File: config.mk
export PLATFORM = sky130hd
export DESIGN_NAME = glyph_serializer
export DESIGN_NICKNAME = d
export VERILOG_FILES = /design/src/rtl/glyph_serializer_pkg.sv /design/src/rtl/glyph_shift_reg.sv /design/src/rtl/glyph_serializer.sv
export SDC_FILE = /design/constraint.sdc
export NUM_CORES = 1
export LEC_CHECK = 0
export ABC_AREA = 1
export CORE_UTILIZATION = 54
export CTS_CLUSTER_SIZE = 14
export DETAILED_ROUTE_END_ITERATION = 16
export PLACE_DENSITY = 0.79
export SYNTH_ARGS = -nofsm -noshare
export SYNTH_HDL_FRONTEND = slang
export SYNTH_SLANG_ARGS = --single-unit
File: constraint.sdc
create_clock -name clk_i -period 2.6 [get_ports clk_i]
set_clock_uncertainty 0.1 [all_clocks]
set_input_delay 0.52 -clock clk_i [delete_from_list [all_inputs] [get_ports clk_i]]
set_output_delay 0.52 -clock clk_i [all_outputs]
set_load 0.1 [all_outputs]
File: src/rtl/glyph_serializer_pkg.sv
// Constants shared across the text-mode video path: glyph and colour widths,
// the serializer FSM encoding and default colours.
package glyph_serializer_pkg;

    localparam int DEF_CHAR_W  = 10;
    localparam int DEF_COLOR_W = 8;
    localparam int DEF_CNT_W   = 4;

    typedef logic [1:0] state_t;

    localparam state_t ST_IDLE  = 2'd0;
    localparam state_t ST_PRIME = 2'd1;
    localparam state_t ST_READY = 2'd2;
    localparam state_t ST_RUN   = 2'd3;

    localparam logic [7:0] COLOR_BLACK = 8'h00;
    localparam logic [7:0] COLOR_WHITE = 8'hFF;

    // Column counter step: counts 0..limit-1 and wraps back to 0.
    function automatic int wrap_inc(input int col, input int limit);
        return (col >= limit - 1) ? 0 : col + 1;
    endfunction

endpackage

File: src/rtl/glyph_shift_reg.sv
// Parallel-load, MSB-first glyph row shifter that carries the cell's FG/BG.
// The current pixel bit and colours are valid in the load cycle itself.
module glyph_shift_reg #(
    parameter int CHAR_W  = 10,
    parameter int COLOR_W = 8
) (
    input  logic               clk_i,
    input  logic               rst_ni,
    input  logic               load_i,
    input  logic               shift_i,
    input  logic [CHAR_W-1:0]  row_i,
    input  logic [COLOR_W-1:0] fg_i,
    input  logic [COLOR_W-1:0] bg_i,
    output logic               pixel_bit_o,
    output logic [COLOR_W-1:0] fg_o,
    output logic [COLOR_W-1:0] bg_o
);

    logic [CHAR_W-1:0]  row_q, row_d;
    logic [COLOR_W-1:0] fg_q, fg_d;
    logic [COLOR_W-1:0] bg_q, bg_d;

    // On load the leftmost pixel is consumed immediately, so store the row pre-shifted.
    always_comb begin
        row_d = row_q;
        fg_d  = fg_q;
        bg_d  = bg_q;
        if (load_i) begin
            row_d = row_i << 1;
            fg_d  = fg_i;
            bg_d  = bg_i;
        end else if (shift_i) begin
            row_d = row_q << 1;
        end
    end

    always_ff @(posedge clk_i or negedge rst_ni) begin
        if (!rst_ni) begin
            row_q <= '0;
            fg_q  <= '0;
            bg_q  <= '0;
        end else begin
            row_q <= row_d;
            fg_q  <= fg_d;
            bg_q  <= bg_d;
        end
    end

    assign pixel_bit_o = load_i ? row_i[CHAR_W-1] : row_q[CHAR_W-1];
    assign fg_o        = load_i ? fg_i : fg_q;
    assign bg_o        = load_i ? bg_i : bg_q;

endmodule

File: src/rtl/glyph_serializer.sv
// Text-mode glyph serializer: fetches one font row per character cell into a
// shadow register and shifts the active row out one coloured pixel per clock.
module glyph_serializer
    import glyph_serializer_pkg::*;
#(
    parameter int CHAR_W  = DEF_CHAR_W,
    parameter int COLOR_W = DEF_COLOR_W,
    parameter int CNT_W   = DEF_CNT_W
) (
    input  logic               clk_i,
    input  logic               rst_ni,
    input  logic               line_start_i,
    input  logic               video_on_i,
    input  logic [CHAR_W-1:0]  font_data_i,
    input  logic               font_valid_i,
    input  logic [COLOR_W-1:0] attr_fg_i,
    input  logic [COLOR_W-1:0] attr_bg_i,
    input  logic               clr_err_i,
    output logic               fetch_req_o,
    output logic [COLOR_W-1:0] rgb_out_o,
    output logic               pixel_on_o,
    output logic               underrun_o,
    output logic               overrun_o
);

    state_t             state_q, state_d;
    logic [CNT_W-1:0]   col_q, col_d;
    logic [CHAR_W-1:0]  shadowRow_q, shadowRow_d;
    logic [COLOR_W-1:0] shadowFg_q, shadowFg_d;
    logic [COLOR_W-1:0] shadowBg_q, shadowBg_d;
    logic               shadowFull_q, shadowFull_d;
    logic               reqPending_q, reqPending_d;
    logic               primeReq_q, primeReq_d;
    logic [COLOR_W-1:0] rgb_q, rgb_d;
    logic               pixelOn_q, pixelOn_d;
    logic               underrun_q, underrun_d;
    logic               overrun_q, overrun_d;

    logic               restart;
    logic               active;
    logic               cellStart;
    logic               shiftEn;
    logic               underrunSet;
    logic               overrunSet;
    logic [CHAR_W-1:0]  loadRow;
    logic [COLOR_W-1:0] loadFg;
    logic [COLOR_W-1:0] loadBg;
    logic               pixelBit;
    logic [COLOR_W-1:0] curFg;
    logic [COLOR_W-1:0] curBg;

    assign restart   = line_start_i && (state_q == ST_PRIME || state_q == ST_READY);
    assign active    = video_on_i && !restart && (state_q == ST_READY || state_q == ST_RUN);
    assign cellStart = active && (col_q == '0);
    assign shiftEn   = active && (col_q != '0);

    // An empty shadow at a cell start renders the whole cell as black background.
    assign loadRow = shadowFull_q ? shadowRow_q : '0;
    assign loadFg  = shadowFull_q ? shadowFg_q  : '0;
    assign loadBg  = shadowFull_q ? shadowBg_q  : COLOR_W'(COLOR_BLACK);

    assign underrunSet = cellStart && !shadowFull_q;
    assign overrunSet  = font_valid_i && shadowFull_q;

    glyph_shift_reg #(
        .CHAR_W  (CHAR_W),
        .COLOR_W (COLOR_W)
    ) u_shift (
        .clk_i       (clk_i),
        .rst_ni      (rst_ni),
        .load_i      (cellStart),
        .shift_i     (shiftEn),
        .row_i       (loadRow),
        .fg_i        (loadFg),
        .bg_i        (loadBg),
        .pixel_bit_o (pixelBit),
        .fg_o        (curFg),
        .bg_o        (curBg)
    );

    // A response arriving in a cell-start cycle is too late: the cell start clears the shadow.
    always_comb begin
        state_d      = state_q;
        col_d        = col_q;
        shadowRow_d  = shadowRow_q;
        shadowFg_d   = shadowFg_q;
        shadowBg_d   = shadowBg_q;
        shadowFull_d = shadowFull_q;
        reqPending_d = reqPending_q;
        primeReq_d   = 1'b0;

        if (font_valid_i && !shadowFull_q && reqPending_q) begin
            shadowRow_d  = font_data_i;
            shadowFg_d   = attr_fg_i;
            shadowBg_d   = attr_bg_i;
            shadowFull_d = 1'b1;
            reqPending_d = 1'b0;
        end

        case (state_q)
            ST_IDLE: begin
                if (line_start_i) begin
                    state_d      = ST_PRIME;
                    primeReq_d   = 1'b1;
                    reqPending_d = 1'b1;
                    shadowFull_d = 1'b0;
                end
            end
            ST_PRIME: begin
                if (shadowFull_d) begin
                    state_d = ST_READY;
                end
            end
            ST_READY: begin
                if (active) begin
                    state_d = ST_RUN;
                end
            end
            ST_RUN: begin
                if (!video_on_i) begin
                    state_d      = ST_IDLE;
                    shadowFull_d = 1'b0;
                    reqPending_d = 1'b0;
                    col_d        = '0;
                end
            end
            default: begin
                state_d = ST_IDLE;
            end
        endcase

        if (active) begin
            col_d = CNT_W'(wrap_inc(int'(col_q), CHAR_W));
        end

        if (cellStart) begin
            shadowFull_d = 1'b0;
            reqPending_d = 1'b1;
        end

        if (restart) begin
            state_d      = ST_PRIME;
            shadowFull_d = 1'b0;
            reqPending_d = 1'b1;
            primeReq_d   = !primeReq_q;
        end
    end

    // Error flags: a set in the same cycle beats the clear.
    always_comb begin
        underrun_d = underrun_q;
        overrun_d  = overrun_q;
        if (clr_err_i) begin
            underrun_d = 1'b0;
            overrun_d  = 1'b0;
        end
        if (underrunSet) begin
            underrun_d = 1'b1;
        end
        if (overrunSet) begin
            overrun_d = 1'b1;
        end
    end

    assign rgb_d     = active ? (pixelBit ? curFg : curBg) : '0;
    assign pixelOn_d = active;

    always_ff @(posedge clk_i or negedge rst_ni) begin
        if (!rst_ni) begin
            state_q      <= ST_IDLE;
            col_q        <= '0;
            shadowRow_q  <= '0;
            shadowFg_q   <= '0;
            shadowBg_q   <= '0;
            shadowFull_q <= 1'b0;
            reqPending_q <= 1'b0;
            primeReq_q   <= 1'b0;
            rgb_q        <= '0;
            pixelOn_q    <= 1'b0;
            underrun_q   <= 1'b0;
            overrun_q    <= 1'b0;
        end else begin
            state_q      <= state_d;
            col_q        <= col_d;
            shadowRow_q  <= shadowRow_d;
            shadowFg_q   <= shadowFg_d;
            shadowBg_q   <= shadowBg_d;
            shadowFull_q <= shadowFull_d;
            reqPending_q <= reqPending_d;
            primeReq_q   <= primeReq_d;
            rgb_q        <= rgb_d;
            pixelOn_q    <= pixelOn_d;
            underrun_q   <= underrun_d;
            overrun_q    <= overrun_d;
        end
    end

    assign fetch_req_o = primeReq_q || cellStart;
    assign rgb_out_o   = rgb_q;
    assign pixel_on_o  = pixelOn_q;
    assign underrun_o  = underrun_q;
    assign overrun_o   = overrun_q;

endmodule

==> reports/results.txt <==
The flow ran to the end, and the final reports show no timing, DRC or antenna violations. The pre-CTS setup slack was 0.122 ns. Summed over all instances, the cell type with the most area after synthesis is sky130_fd_sc_hd__dfrtp_1. Summed over all cells, the static leakage comes to 1.95 nW. The congestion estimate from routability-driven global placement came to 0.767. Global routing consumed, over all layers together, 21.2% of the routing resources.

The later pin in the worst-skew pair is clocked with a latency of 0.33 ns. Buffers placed on the I/O ports in this run total 43. After detailed routing, the total wire length is 5.76 mm. The worst hold-check path type is register to register. Setup violations remaining at the end of the flow were counted as 0.

For the final core utilization, the log shows 69.9%. For the pin with the worst max-slew slack, the measured transition is 0.400 ns. The average size of a mapped cell is 9.81 um^2. The run gives 57.4% as the initial cell density of the core. In this run, synthesis produced a sequential element count of 71. The routing layer with the top usage in global route is met2. The tools report the area of the multi-input gates as 1260 um^2.

Sequential elements use 54.9% of the synthesized area. After global routing the overflow that remains totals 0. After technology mapping, the gate count stands at 330. The dominant combinational cell family by area after synthesis is simple AND/OR/NAND/NOR gates.

After synthesis, the share of cell area in mux cells is 8.00%. The logs give 371 for the total nets after synthesis and 27 for the number of rows in the core area. The number of antenna diodes in the final layout is 0. The worst setup path is launched from a register. The count of nets left with antenna violations after detail routing is 0.

The run gives 0 as the reported max-cap violation count. Summing all flip-flop and latch instances after layout gives 1780 um^2. Share of post-route cells with drive strength above 1: 19.9%.

The placed cell area is 3710 um^2, and the met2 layer usage reported by global route is 35.0%. The netlist area before placement is 3240 um^2, and the clock transition at the register clock pins on the worst setup and hold paths after CTS is 0.07 ns. The pre-antenna-repair detailed-routing pass consisted of 4 iterations.

The final count of hold timing violations was 0. The fraction of synthesized cell area taken by the top area cell type was 54.9%. Dividing the detail-routed wire length by the instance count gives 12.5 um. Final worst setup slack: 0.0811 ns.

The library cells used most frequently in the layout, excluding fill and tap cells, are sky130_fd_sc_hd__nand2_1, sky130_fd_sc_hd__dfrtp_1, sky130_fd_sc_hd__inv_1, sky130_fd_sc_hd__clkdlybuf4s50_1, sky130_fd_sc_hd__nand3_1. Fill cells in the final layout number 423. Of all nets on the critical path, the largest fanout is 3. At the end of the flow, the number of nets in the layout was 423. On the critical path, the stage with the largest delay is an instance of sky130_fd_sc_hd__dfrtp_1. For met1 alone, demand over resource in global routing was 27.7%. The xor and xnor area share after synthesis was 0.541%; the number of buffers on the longest clock path was 2. STA classifies the critical path endpoint as an output pin.

Global routing used 3.43% of the available met3 tracks. The worst setup path is of the register to output pin kind. The per-cell via count in the routed design is 5.07. The core region is 5640 um^2.

By area the synthesized netlist is led by sky130_fd_sc_hd__dfrtp_1, sky130_fd_sc_hd__nand2_1, sky130_fd_sc_hd__mux2_2. The wire length of the first global-routing pass was 10.2 mm. The run gives 0 as the number of antenna violations at the first check in global routing. Data required time at the worst endpoint: 1.98 ns. For the count of final max-slew check failures, the log shows 0. The die width is 79.4 um. Post-synthesis share of cell area spent on full adders, half adders and majority gates: 3.48%. For this run, the slowest stage of the critical path takes 0.40 ns. Compared with the post-synthesis result, the final layout area differs by 21.8%. The signal on the critical path passes through buf_4 > ha_1 > nor2_4 > nor2_8 > nand2_8 > inv_1 > or2_2 > buf_12. The signal arrival time at the worst endpoint came out at 1.90 ns. The simple-gate share of the synthesized area works out to 20.2%.

VDD sags by at most 0.000754 V. After routing the design area is 3950 um^2. Number of H-tree levels: 3. The logs give 3.83 mm for the detailed-placement wirelength estimate and 9 for the number of buffers added by the clock tree synthesis step.

The floorplan step defined a die boundary enclosing 6310 um^2. The routed layout has 2,325 vias. Leaving out fill and tap cells, the most frequent cell in the layout is sky130_fd_sc_hd__nand2_1.

Pin placement for this block handled 44 I/O pins. The number of global-route vias before repair came out at 2,307. The worst path uses 96.9% of the clock period. The share of the synthesized area in compound gates (AO/OA/AOI/OAI) was 5.76%; the worst slew slack as a fraction of its limit was 73.1%.

The setup TNS after final layout was 0 ns. Setup repair after global routing left no endpoint under its margin. The run gives 39 as the largest net degree at the start of global routing.

The detailed router finished its first iteration with 108 violations. DRC violation count after routing: 0. Power spread over the standard cell area amounts to 1290 nW/um^2.

For the count of synthesis-stage warnings from yosys, the log shows 0. For the timing-limited maximum frequency, the log shows 0.397 GHz. TritonCTS built the clock tree. Counting distinct cell types in the post-synthesis netlist gives 30. The cell at the root of the clock tree is sky130_fd_sc_hd__clkbuf_8. The height of the die is 79.4 um, and the time the final worst path needs with I/O delays and setup is 2.52 ns. The tools report the sink count of the clock tree as 71.
[worst paths after layout]
path,from,to,slack [ns],cells past startpoint
setup / recovery,state_q[0],fetch_req_o,0.08,8
hold / removal,primeReq_q,primeReq_q,0.35,1
setup reg to reg,state_q[1],u_shift.row_q[9],0.49,10
hold reg to reg,primeReq_q,primeReq_q,0.35,1
max in group asynchronous,rst_ni,shadowFg_q[2],1.32,3
min in group asynchronous,rst_ni,u_shift.fg_q[1],0.50,2
[synth_stat cells]
cell	n
sky130_fd_sc_hd__o22ai_1	4
sky130_fd_sc_hd__dfrtp_1	71
sky130_fd_sc_hd__buf_6	4
sky130_fd_sc_hd__clkbuf_1	2
sky130_fd_sc_hd__inv_4	1
sky130_fd_sc_hd__nand3_4	2
sky130_fd_sc_hd__mux2_2	23
sky130_fd_sc_hd__nor2_1	23
sky130_fd_sc_hd__buf_2	5
sky130_fd_sc_hd__nor2_2	1
sky130_fd_sc_hd__inv_2	2
sky130_fd_sc_hd__buf_4	1
sky130_fd_sc_hd__inv_1	35
sky130_fd_sc_hd__nand2_1	80
sky130_fd_sc_hd__nand2_8	1
sky130_fd_sc_hd__xnor2_1	1
sky130_fd_sc_hd__a21oi_1	7
sky130_fd_sc_hd__o21ai_1	7
sky130_fd_sc_hd__o21bai_1	1
sky130_fd_sc_hd__o21ai_0	9
sky130_fd_sc_hd__ha_1	9
sky130_fd_sc_hd__o21ai_2	1
sky130_fd_sc_hd__nand2_2	2
sky130_fd_sc_hd__nand2_4	2
sky130_fd_sc_hd__nor2_8	1
sky130_fd_sc_hd__nor3_1	1
sky130_fd_sc_hd__or2_2	2
sky130_fd_sc_hd__nand3_1	27
sky130_fd_sc_hd__xor2_1	1
sky130_fd_sc_hd__o211ai_1	4
[logic make-up after synthesis]
| family | count (synthesis) |
|---|---|
| buffers and inverters | 50 |
| XOR/XNOR | 2 |
| AO/OA/AOI/OAI | 33 |
| AND/OR/NAND/NOR | 142 |
| flip-flops | 71 |
| multiplexers | 23 |
| adder cells (fa/ha/maj) | 9 |
[metal layers]
layer / vias up / share of wire [%] / routed length [um]
met5: - / 0 / 0
met4: 0 / 1.7 / 99
met3: 10 / 3.7 / 212
met2: 53 / 48 / 2760
met1: 1113 / 47 / 2680
li1: 1149 / - / -
[worst max-delay path: cells and delay by family (launching register included)]
family | cells | cell delay [ns]
and+or+nand+nor | 4 | 0.57
DFF | 1 | 0.40
buffers and inverters | 3 | 0.36
adders and majority gates | 1 | 0.23
[layout make-up]
| class | instances | share of cell area, % |
|---|---|---|
| Inverter | 38 | 3.68 |
| Multi-Input combinational cell | 209 | 31.9 |
| Clock buffer | 13 | 4.03 |
| Timing Repair Buffer | 53 | 12.6 |
| Clock inverter | 3 | 0.444 |
| Tap cell | 72 | 2.28 |
| Sequential cell | 71 | 45.0 |
[flip-flops by register name (all words and copies together) (netlist names), 2 cells and up]
signal,cells
rgb_out_o,8
shadowBg_q,8
state_q,2
shadowRow_q,10
col_q,4
u_shift.bg_q,8
u_shift.fg_q,8
shadowFg_q,8
u_shift.row_q,9
[where the power goes]
part | internal [mW] | switching, mW | total, mW
clock | 0.396 | 0.380 | 0.776
combinational | 0.858 | 1.63 | 2.49
sequential | 1.60 | 0.222 | 1.82
total | 2.85 | 2.23 | 5.09
[metrics by stage]
step                power [mW]  instances  hold WS, ns
floorplan                 3.75        330        0.124
global placement          4.17        439        0.326
detailed placement        4.23        439        0.327
CTS                       5.07        457        0.354
global route              5.48        459        0.392
finish                    5.09        459        0.353
[what timing repair did]
item / CTS / global route
hold buffers: 1 / 0
setup endpoints to repair: 1 / 1
buffers inserted: 1 / 2
endpoints found under the hold margin: 10 / 0
pin swaps: 0 / 1
resized for setup: 2 / 4
No activity file was read; power rests on OpenSTA's default activity.
